--- config.mk ---
export PLATFORM = sky130hd
export DESIGN_NAME = control_unit
export DESIGN_NICKNAME = d
export VERILOG_FILES = /design/src/rtl/state_defs_pkg.sv /design/src/rtl/control_unit_fetch_regs.sv /design/src/rtl/control_unit.sv
export SDC_FILE = /design/constraint.sdc
export NUM_CORES = 1
export LEC_CHECK = 0
export CORE_ASPECT_RATIO = 1.2
export CORE_UTILIZATION = 25
export CTS_CLUSTER_SIZE = 14
export DETAILED_ROUTE_END_ITERATION = 8
export DONT_BUFFER_PORTS = 1
export PLACE_DENSITY_LB_ADDON = 0.12
export RECOVER_POWER = 100
export SYNTH_ARGS = -nofsm -noshare
export SYNTH_HDL_FRONTEND = slang
export SYNTH_SLANG_ARGS = --single-unit
--- constraint.sdc ---
create_clock -name clk -period 2.2 [get_ports clk]
set_input_delay 0.22 -clock clk [delete_from_list [all_inputs] [get_ports clk]]
set_output_delay 0.22 -clock clk [all_outputs]
set_load 0.01 [all_outputs]
--- src/rtl/state_defs_pkg.sv ---
// rtl/state_defs_pkg.sv - shared StateDefs: state/instruction enums, field positions, ALU codes
//
// Purpose: one place for the controller state encoding, instruction opcodes,
// instruction field bit positions, ALU op codes and debug to-string helpers.
// Ports: none (package).
package state_defs_pkg;

  typedef enum logic [3:0] {
    ST_INIT   = 4'd0,
    ST_FETCH  = 4'd1,
    ST_DECODE = 4'd2,
    ST_NOOP   = 4'd3,
    ST_STORE  = 4'd4,
    ST_LOAD_A = 4'd5,
    ST_LOAD_B = 4'd6,
    ST_ADD    = 4'd7,
    ST_SUB    = 4'd8,
    ST_HALT   = 4'd9
  } state_t;

  typedef enum logic [3:0] {
    OP_NOOP  = 4'd0,
    OP_STORE = 4'd1,
    OP_LOAD  = 4'd2,
    OP_ADD   = 4'd3,
    OP_SUB   = 4'd4,
    OP_HALT  = 4'd5
  } inst_t;

  // Instruction field positions
  localparam int OP_HI   = 15;
  localparam int OP_LO   = 12;
  localparam int ADDR_HI = 11;
  localparam int ADDR_LO = 4;
  localparam int REG_HI  = 3;
  localparam int REG_LO  = 0;
  localparam int RA_HI   = 11;
  localparam int RA_LO   = 8;
  localparam int RB_HI   = 7;
  localparam int RB_LO   = 4;
  localparam int RD_HI   = 3;
  localparam int RD_LO   = 0;

  // ALU op codes
  localparam logic [2:0] ALU_PASS = 3'd0;
  localparam logic [2:0] ALU_ADD  = 3'd1;
  localparam logic [2:0] ALU_SUB  = 3'd2;

  function automatic string state_to_string(input state_t s);
    case (s)
      ST_INIT:   return "Init";
      ST_FETCH:  return "Fetch";
      ST_DECODE: return "Decode";
      ST_NOOP:   return "Noop";
      ST_STORE:  return "Store";
      ST_LOAD_A: return "Load_A";
      ST_LOAD_B: return "Load_B";
      ST_ADD:    return "Add";
      ST_SUB:    return "Sub";
      ST_HALT:   return "Halt";
      default:   return "Unknown";
    endcase
  endfunction

  // Opcodes 6..15 are not defined and execute as Noop.
  function automatic string inst_to_string(input logic [3:0] op);
    case (op)
      OP_STORE: return "Store";
      OP_LOAD:  return "Load";
      OP_ADD:   return "Add";
      OP_SUB:   return "Sub";
      OP_HALT:  return "Halt";
      default:  return "Noop";
    endcase
  endfunction

endpackage

--- src/rtl/control_unit_fetch_regs.sv ---
// rtl/control_unit_fetch_regs.sv - program counter and instruction register pair
//
// Purpose: holds PC and IR; IR loads the fetched word, PC increments and
// wraps modulo 2^PC_W, both hold when en is low.
// Ports:
//   clk, rst       clock, synchronous active-high reset (PC=0, IR=0)
//   en             advance enable; low holds both registers
//   ir_load        capture ir_next into IR
//   pc_inc         increment PC by one
//   ir_next[15:0]  instruction word to capture
//   pc[PC_W-1:0]   program counter
//   ir[15:0]       instruction register
module fetch_regs #(
  parameter int PC_W = 7
) (
  input  logic            clk,
  input  logic            rst,
  input  logic            en,
  input  logic            ir_load,
  input  logic            pc_inc,
  input  logic [15:0]     ir_next,
  output logic [PC_W-1:0] pc,
  output logic [15:0]     ir
);

  always_ff @(posedge clk) begin
    if (rst) begin
      pc <= '0;
      ir <= '0;
    end else if (en) begin
      if (ir_load) ir <= ir_next;
      // Natural overflow gives the wrap from all-ones back to zero.
      if (pc_inc) pc <= pc + PC_W'(1);
    end
  end

endmodule

--- src/rtl/control_unit.sv ---
// rtl/control_unit.sv - multi-cycle instruction controller (fetch/decode/execute FSM)
//
// Purpose: sequences Fetch, Decode and one or two execute states per
// instruction and drives memory/register-file/ALU controls as Moore
// functions of state and IR.
// Ports:
//   clk, rst, en         clock, synchronous active-high reset, advance enable
//   im_data[15:0]        instruction word read at im_addr
//   im_addr, im_rd       program counter and instruction read strobe
//   d_addr, d_rd, d_wr   data-memory address and strobes
//   rf_w_addr/en, rf_ra_addr/en, rf_rb_addr/en   register-file ports
//   rf_s                 write-data select (1 = data memory, 0 = ALU)
//   alu_s0               ALU op (0 pass, 1 add, 2 sub)
//   state_out, halted    current state encoding, Halt indicator
module control_unit
  import state_defs_pkg::*;
#(
  parameter int PC_W = 7,
  parameter int DA_W = 8
) (
  input  logic            clk,
  input  logic            rst,
  input  logic            en,
  input  logic [15:0]     im_data,
  output logic [PC_W-1:0] im_addr,
  output logic            im_rd,
  output logic [DA_W-1:0] d_addr,
  output logic            d_rd,
  output logic            d_wr,
  output logic [3:0]      rf_w_addr,
  output logic [3:0]      rf_ra_addr,
  output logic [3:0]      rf_rb_addr,
  output logic            rf_w_en,
  output logic            rf_ra_en,
  output logic            rf_rb_en,
  output logic            rf_s,
  output logic [2:0]      alu_s0,
  output logic [3:0]      state_out,
  output logic            halted
);

  state_t          state;
  state_t          state_next;
  logic [PC_W-1:0] pc;
  logic [15:0]     ir;
  logic            in_fetch;

  assign in_fetch = (state == ST_FETCH);

  fetch_regs #(.PC_W(PC_W)) u_fetch_regs (
    .clk     (clk),
    .rst     (rst),
    .en      (en),
    .ir_load (in_fetch),
    .pc_inc  (in_fetch),
    .ir_next (im_data),
    .pc      (pc),
    .ir      (ir)
  );

  always_ff @(posedge clk) begin
    if (rst)     state <= ST_INIT;
    else if (en) state <= state_next;
  end

  always_comb begin
    state_next = state;
    case (state)
      ST_INIT:   state_next = ST_FETCH;
      ST_FETCH:  state_next = ST_DECODE;
      ST_DECODE: begin
        // IR was captured at the end of Fetch, so it is valid here.
        case (ir[OP_HI:OP_LO])
          OP_STORE: state_next = ST_STORE;
          OP_LOAD:  state_next = ST_LOAD_A;
          OP_ADD:   state_next = ST_ADD;
          OP_SUB:   state_next = ST_SUB;
          OP_HALT:  state_next = ST_HALT;
          default:  state_next = ST_NOOP;
        endcase
      end
      ST_LOAD_A: state_next = ST_LOAD_B;
      ST_NOOP, ST_STORE, ST_LOAD_B, ST_ADD, ST_SUB: state_next = ST_FETCH;
      ST_HALT:   state_next = ST_HALT;
      default:   state_next = ST_INIT;
    endcase
  end

  always_comb begin
    im_rd      = 1'b0;
    d_addr     = '0;
    d_rd       = 1'b0;
    d_wr       = 1'b0;
    rf_w_addr  = 4'd0;
    rf_ra_addr = 4'd0;
    rf_rb_addr = 4'd0;
    rf_w_en    = 1'b0;
    rf_ra_en   = 1'b0;
    rf_rb_en   = 1'b0;
    rf_s       = 1'b0;
    alu_s0     = ALU_PASS;
    case (state)
      ST_FETCH: im_rd = 1'b1;
      ST_STORE: begin
        d_addr     = DA_W'(ir[ADDR_HI:ADDR_LO]);
        rf_ra_addr = ir[REG_HI:REG_LO];
        rf_ra_en   = 1'b1;
        d_wr       = 1'b1;
      end
      ST_LOAD_A: begin
        d_addr = DA_W'(ir[ADDR_HI:ADDR_LO]);
        d_rd   = 1'b1;
      end
      ST_LOAD_B: begin
        d_addr    = DA_W'(ir[ADDR_HI:ADDR_LO]);
        d_rd      = 1'b1;
        rf_s      = 1'b1;
        rf_w_addr = ir[REG_HI:REG_LO];
        rf_w_en   = 1'b1;
      end
      ST_ADD, ST_SUB: begin
        rf_ra_addr = ir[RA_HI:RA_LO];
        rf_rb_addr = ir[RB_HI:RB_LO];
        rf_ra_en   = 1'b1;
        rf_rb_en   = 1'b1;
        rf_w_addr  = ir[RD_HI:RD_LO];
        rf_w_en    = 1'b1;
        alu_s0     = (state == ST_ADD) ? ALU_ADD : ALU_SUB;
      end
      default: ;
    endcase
  end

  assign im_addr   = pc;
  assign state_out = state;
  assign halted    = (state == ST_HALT);

endmodule

; After elaboration in Yosys (flattened, before gate mapping)
; Cells that the tools add are included.
[op_classes]
addsub = 1
n_eq_ne = 14
reduce_logical = 8
n_mux = 15
[ops]
columns = operator, count
row1 = $pmux 4 s5, 2
row2 = $eq 4x3->1 const B, 6
row3 = $eq 4x2->1 const B, 4
row4 = $reduce_or 3->1, 3
row5 = $eq 4x1->1 const B, 2
row6 = $eq 4x4->1 const B, 2
row7 = $mux 4, 2
row8 = $mux 8, 1
row9 = $pmux 4 s2, 1
row10 = $add 7x1->7 const B, 1
row11 = $mux 1, 7
row12 = $reduce_or 6->1, 1
row13 = $logic_not 4->1, 1
row14 = $mux 2, 2
row15 = $reduce_or 2->1, 2
row16 = $reduce_and 2->1, 1
[word_totals]
word_cells = 41
in_bits = 19
output_inout_bits = 42
register_bits = 27

; Longest topological paths before layout
; Gate-level depths: netlist of run 1.
[depth]
word_depth = 3
depth_mapped = 8
mapped_depth_nobuf = 5

; Modules after synthesis
; From an unflattened synthesis of run 1, not the netlist that was laid out.
[hier_totals]
cells_unflattened = 178
area_unflattened_um2 = 1400.1
[by_module_without_submodules]
columns = module, seq_area_each_um2, cells_each, area_each_um2, n_inst
row1 = fetch_regs, 460.4, 106, 864.6, 1
row2 = control_unit, 80.1, 72, 535.5, 1

; Worst setup path before layout of run 1
; No wires, ideal clock.
[synth_path]
path_type = flip-flop to flip-flop
startpoint = register state[0], in the netlist state_out[0]
endpoint = register u_fetch_regs.ir[14]
synth_period_minus_slack_ps = 1700
arrival_ps = 1568
path_buffers = 2
path_stages_with_launch = 8
setup_ps = 132
slack_ps = 500
t_required_ps = 2068
path_cell_list = dfxtp_1 > buf_4 > or4b_4 > clkinv_2 > nand2_1 > buf_2 > nand2_1 > a21oi_2
[synth_between]
elab_chain_cells = 2
[synth_rtl]
columns = item, line_no
row1 = "start, declared", control_unit.sv:42  ; state_t state;
row2 = "start signal, assigned", control_unit.sv:63  ; else if (en) state <= state_next;
row3 = $eq 4x1->1, control_unit.sv:48  ; assign in_fetch = (state == ST_FETCH);
row4 = $reduce_and 2->1 (no line), -
row5 = "end signal, assigned", control_unit_fetch_regs.sv:31  ; if (ir_load) ir <= ir_next;
row6 = "end, declared", control_unit_fetch_regs.sv:23  ; output logic [15:0] ir
; No other way between the ends.
; A chain may end at the register's enable or synchronous reset.

; Worst setup path after layout of run 1
[layout_path]
startpoint = register state[0], in the netlist state_out[0]
endpoint = output rf_ra_addr[0]
[layout_between]
elab_chain_cells = 3
word_cells_on_any_way = 5
classes_between = eq/ne (3) / mux (1) / reduce/logical (1)
[layout_rtl]
columns = item, line_no
row1 = $eq 4x3->1 or $eq 4x4->1 (tied branches), control_unit.sv:102  ; case (state)
row2 = $reduce_or 2->1, -
row3 = $pmux 4 s2 *, control_unit.sv:102
row4 = "end, declared", control_unit.sv:31  ; output logic [3:0] rf_ra_addr,
; Mark *: on every way between the ends. The rest lies on a longest branch, timed or not.

==> results of run 1 <==
==> timing repair <==
item	CTS	global route
endpoints found under the hold margin	16	5
endpoints found under the setup margin	0	8
gates resized for setup	0	1
hold buffers	2	3
==> flip-flops by register name, indices dropped and copies added (netlist names) <==
register and cells:
state_out 4, u_fetch_regs.pc 7, u_fetch_regs.ir 16
==> layer usage <==
layer	wire [microns]	global-route usage, %	up-vias
met1	1614	15.42	589
met5	0	0	-
met4	19	3.340	0
li1	-	-	593
met3	305	4.369	2
met2	1850	23.12	43
==> power breakdown <==
| part | internal (mW) | switching [mW] |
|---|---|---|
| Clock | 0.129 | 0.168 |
| Sequential | 0.506 | 0.0159 |
| Combinational | 0.0329 | 0.0567 |
| Total | 0.667 | 0.240 |
==> cell type report <==
type	instances	area, sq um
Tap cell	62	77.57
Clock buffer	3	41.29
Inverter	3	12.51
Fill cell	575	3761
Multi-Input combinational cell	137	743.2
Timing Repair Buffer	9	76.32
Clock inverter	1	7.507
Sequential cell	27	541.8
==> cells by family after synthesis <==
logic type	Yosys count	share of synthesized area, %
buffers and inverters	13	5.692
AOI/OAI and AO/OA	35	15.52
xor gates and xnor gates	8	5.143
other	1	0.2752
DFF	27	39.67
and+or+nand+nor	92	32.78
adders and majority gates	1	0.9181
==> worst max path at each step <==
| stage | cells past startpoint | end | from | slack (ns) |
|---|---|---|---|---|
| global route | 5 | rf_rb_addr[0] | state_out[0] | 0.02 |
| finish | 5 | rf_ra_addr[0] | state_out[0] | 0.15 |
| detailed placement | 5 | u_fetch_regs.ir[14] | state_out[2] | 0.30 |
| floorplan | 7 | u_fetch_regs.ir[14] | state_out[0] | 0.50 |
| CTS | 5 | rf_ra_addr[0] | state_out[3] | 0.13 |
| global placement | 5 | u_fetch_regs.ir[1] | state_out[2] | 0.34 |
==> synthesized netlist by cell type (all sizes together) <==
cell     n  area share [%]
nor3     6             2.2
or3      2            0.92
xor2     3             1.9
and2    17             8.0
conb     1            0.28
nand2   39              11
a211oi   1            0.55
a31oi    1            0.46
inv      2            0.55
a22o     4             2.6
or4b     1             1.0
o32ai    1            0.64
buf      6             3.7
nand3b   1            0.55
a21oi   21             8.3
nand2b   6             2.8
nand4b   1            0.64
clkbuf   4             1.1
nand4    2            0.92
nor2    13             3.6
a221oi   1            0.64
o21a     1            0.55
o21ai    5             1.8
nand3    4             1.5
dfxtp   27              40
xnor2    5             3.2
clkinv   1            0.37
ha       1            0.92
==> impl_metrics.tcl, run 1 <==
set metrics [dict create \
    status "complete, no violations" \
    place.gp.congestion 0.7629 \
    postRouteAntennaNets 0 \
    worstReg2RegEnd "u_fetch_regs.ir[1]" \
    hp-start "en" \
    layout_commonest_cell "nand2_1" \
    hold_path_end "state_out[3]" \
    num_rows 29 \
    fin_util_pct 28.51 \
    worstPathMaxFanout 9 \
    power_density_nw_per_um2 605.0 \
    synth_area_sq_um 1363 \
    leakagePower_nw 0.5068 \
    dieArea_sq_um 5751 \
    grt_max_degree 19 \
    initial_core_util_pct 25.90 \
    reg2reg_setup_slack_ns 0.28 \
    antenna_cells 0 \
    drive_above_1_share_pct 7.222 \
    dr.pass1.iters 6 \
    cts-root-buf "clkbuf_8" \
    layout_worst_path_cycle_share_pct 93.19 \
    clock-sinks 27 \
    cts_tree "built" \
    antenna_found_initial 0 \
    finalSetupViolCount 0 \
    max_cap_viol_count 0 \
    nets 201 \
    hp-class "in -> reg" \
    h-tree-depth 1 \
    synth-seq-cells 27 \
    fin_skew_ns 0.005119 \
    worst_setup_path_end_kind "primary output" \
    dp.final_hpwl_microns 2717 \
    max-slew-margin-rel_pct 54.46 \
    cp_num_buf_inv 2 \
    crit_arrival_ns 1.83 \
    cts_buffers 3 \
    num_vias 1227 \
    whs_ns 0.02458 \
    cp_slowest_cell "or3_1" \
    wire_per_inst_microns 15.65 \
    ir_drop_mv 0.1703 \
    cts_setup_buffers 0 \
    fin_cells 242 \
    syn-num-nets 197 \
    fin_ws_ns 0.1498 \
    total_power_uw 907.6 \
    grt_overflow 0 \
    worstPathCellList "clkbuf_1, or3_1, o21ai_1, buf_4, a22o_1" \
    clockBufferDepth 2 \
    avgSynthCellArea_sq_um 7.698 \
    grt_pass1_vias 1235 \
    cp.required_ns 1.98 \
    r2r_cells 5 \
    slowest_delay_ns 0.48 \
    die_height_microns 82.87 \
    die_x_microns 69.40 \
    path_class "reg -> out" \
    drtIter0Drc 69 \
    yosysUniqueCellTypes 35 \
    clock_latency_ns 0.28 \
    worstMarginPinSlew_ns 0.6808 \
    grt_usage_pct 13.24 \
    stdcell_area_sq_um 1500 \
    synth.yosys.seq_area_share_pct 39.67 \
    dp_slack_ns 0.3014 \
    coreArea_sq_um 5261 \
    grt_pass1_wl_microns 6189 \
    tns_ns 0 \
    min_path_cells 1 \
    report.final.slew_viol_count 0 \
    fmax_mhz 487.8 \
    wl_microns 3788 \
    dpl_cell_area_sq_um 1405 \
    start_kind "flop" \
    finalHoldViolations 0 \
    r2r-start "state_out[2]" \
    port_buffers 0 \
    dp.cells 233 \
    syn_inst 177 \
    yosysWarnings 0 \
    crit_family "simple AND/OR/NAND/NOR gates" \
    area_growth_pct 10.10 \
    ios 61 \
    final_cell_mix "nand2_1 (39), dfxtp_1 (26), a21oi_1 (19), nor2_1 (13), and2_0 (11)" \
    rsz0062_at_grt "no" \
    path_clk_slew_ns 0.10 \
    drc 0 \
    viasPerCell 5.070 \
    min_period_ns 2.050 \
]
No activity file was read; power rests on OpenSTA's default activity.
==> inputs of run 2 (changes only) <==
- CORE_UTILIZATION: 25 -> 37
- GPL_TIMING_DRIVEN: default -> 0
==> impl_metrics.tcl, run 2 (synthesis results as in run 1) <==
set metrics [dict create \
    status "finished, violations left" \
    failed_checks "DRC" \
    ir_drop_mv 0.3469 \
    cts_tree "built" \
    path_clk_slew_ns 0.09 \
    swShare_pct 25.83 \
    clock-sinks 27 \
    coreArea_sq_um 3425 \
    pwr-share-seq_pct 58.2 \
    start_kind "flop" \
    drtIter0Drc 62 \
    wl_microns 3319 \
    cts_buffers 3 \
    nets 202 \
    cp.required_ns 1.98 \
    min_path_cells 2 \
    viasPerCell 5.482 \
    p_int_uw 666.0 \
    area_growth_pct 6.979 \
    fin_skew_ns 0.001996 \
    worst_setup_path_end_kind "primary output" \
    final_cell_mix "nand2_1 (39), dfxtp_1 (27), a21oi_1 (19), nor2_1 (13), and2_0 (12)" \
    dp_slack_ns 0.1845 \
    grt_max_degree 17 \
    fmax_mhz 485.1 \
    clock_latency_ns 0.27 \
    multi_input_area_sq_um 758.2 \
    total_power_uw 897.9 \
    grt_pass1_vias 1166 \
    r2r-start "state_out[0]" \
    startpoint "state_out[1]" \
    ff_latch_area_sq_um 540.5 \
    dieArea_sq_um 3930 \
    dp.final_hpwl_microns 2587 \
    hold_buffers 0 \
    grt_usage_pct 17.89 \
    cts_resized 2 \
    num_vias 1195 \
    reg2reg_setup_slack_ns 0.16 \
    worstPathMaxFanout 10 \
    regMostFlops "u_fetch_regs.ir" \
    report.final.slew_viol_count 0 \
    worstMarginPinSlew_ns 0.5479 \
    cts_setup_buffers 0 \
    antenna_found_initial 0 \
    ios 61 \
    port_buffers 0 \
    clockBufferDepth 2 \
    gr-usage-met2_pct 34.45 \
    tns_ns 0 \
    fin_cells 218 \
    crit_arrival_ns 1.84 \
    wire_per_inst_microns 15.22 \
    clock_power_share_pct 31.8 \
    layout_commonest_cell "nand2_1" \
    hp-class "in -> reg" \
    die_height_microns 68.48 \
    place.gp.congestion 0.7849 \
    grt_pass1_wl_microns 5333 \
    min_period_ns 2.062 \
    layout_worst_path_cycle_share_pct 93.71 \
    r2r_cells 8 \
    stdcell_area_sq_um 1458 \
    use_met3_pct 5.293 \
    fin_ws_ns 0.1384 \
    grt_overflow 0 \
    cts-root-buf "clkbuf_8" \
    dp.cells 214 \
    rsz0062_at_grt "yes" \
    dr.pass1.iters 7 \
    largest_reg_flops 16 \
    worstReg2RegEnd "u_fetch_regs.ir[12]" \
    dpl_cell_area_sq_um 1409 \
    initial_core_util_pct 39.79 \
    h-tree-depth 1 \
    num_rows 23 \
    top_usage_layer "met2" \
    max_cap_viol_count 0 \
    power_density_nw_per_um2 616.0 \
    drc 7 \
    use_met1_pct 18.58 \
    critPathCapture "rf_ra_en" \
    path_class "reg -> out" \
    finalHoldViolations 0 \
    combPwrFrac_pct 10.0 \
    die_x_microns 57.40 \
    leakagePower_nw 0.5009 \
    antenna_cells 0 \
    power_switching_uw 231.9 \
    postRouteAntennaNets 0 \
    fill_cells 388 \
    finalSetupViolCount 0 \
    drive_above_1_share_pct 8.287 \
    max-slew-margin-rel_pct 63.27 \
]
==> run 2: power by group through the flow <==
stage	clock [mW]	sequential (mW)	combinational, mW
after global routing	0.316	0.526	0.103
after CTS	0.298	0.523	0.0952
final	0.286	0.523	0.0894
after floorplan	0	0.530	0.0760
after detailed placement	0	0.535	0.0942
after global placement	0	0.533	0.0920
==> run 2: per-stage QoR <==
| stage | hold WS [ns] | util, % |
|---|---|---|
| 5_1_grt | 0.06077 | 42.56 |
| 3_5_place_dp | 0.3633 | 41.14 |
| 3_3_place_gp | 0.3611 | 41.14 |
| 2_1_floorplan | 0.3560 | - |
| 4_1_cts | 0.06440 | 42.82 |
| 6_report | 0.07150 | 42.56 |
==> run 2: how the worst min path moves through the flow <==
stage	start	to
6_report	im_data[0]	u_fetch_regs.ir[0]
3_3_place_gp	im_data[3]	u_fetch_regs.ir[3]
3_5_place_dp	im_data[15]	u_fetch_regs.ir[15]
2_1_floorplan	im_data[4]	u_fetch_regs.ir[4]
5_1_grt	im_data[15]	u_fetch_regs.ir[15]
4_1_cts	im_data[2]	u_fetch_regs.ir[2]
==> run 2: final cells by class <==
class                   instances  share of cell area [%]
multi-input cells             137                   52.02
inverters                       3                  0.8584
well taps                      37                   3.176
plain buffers                  10                   3.519
flip-flops and latches         27                   37.08
clock buffers                   3                   2.833
clock inverters                 1                  0.5150
==> run 2: per-layer routing <==
| layer | share of wire [%] | vias up |
|---|---|---|
| li1 | - | 599 |
| met1 | 42 | 550 |
| met2 | 50 | 44 |
| met3 | 7.4 | 2 |
| met4 | 0.57 | 0 |
| met5 | 0 | - |
==> run 2: critical path: stages, from the launching register on <==
cell and delay [ns]:
dfxtp_1 0.43, clkbuf_1 0.37, or3_1 0.25, inv_1 0.11, or3_1 0.41
==> inputs of run 3 (changes only) <==
- SLEW_MARGIN: default -> 10
==> results of run 3 <==
The final DEF is identical to that of run 2; final timing and power are the same.
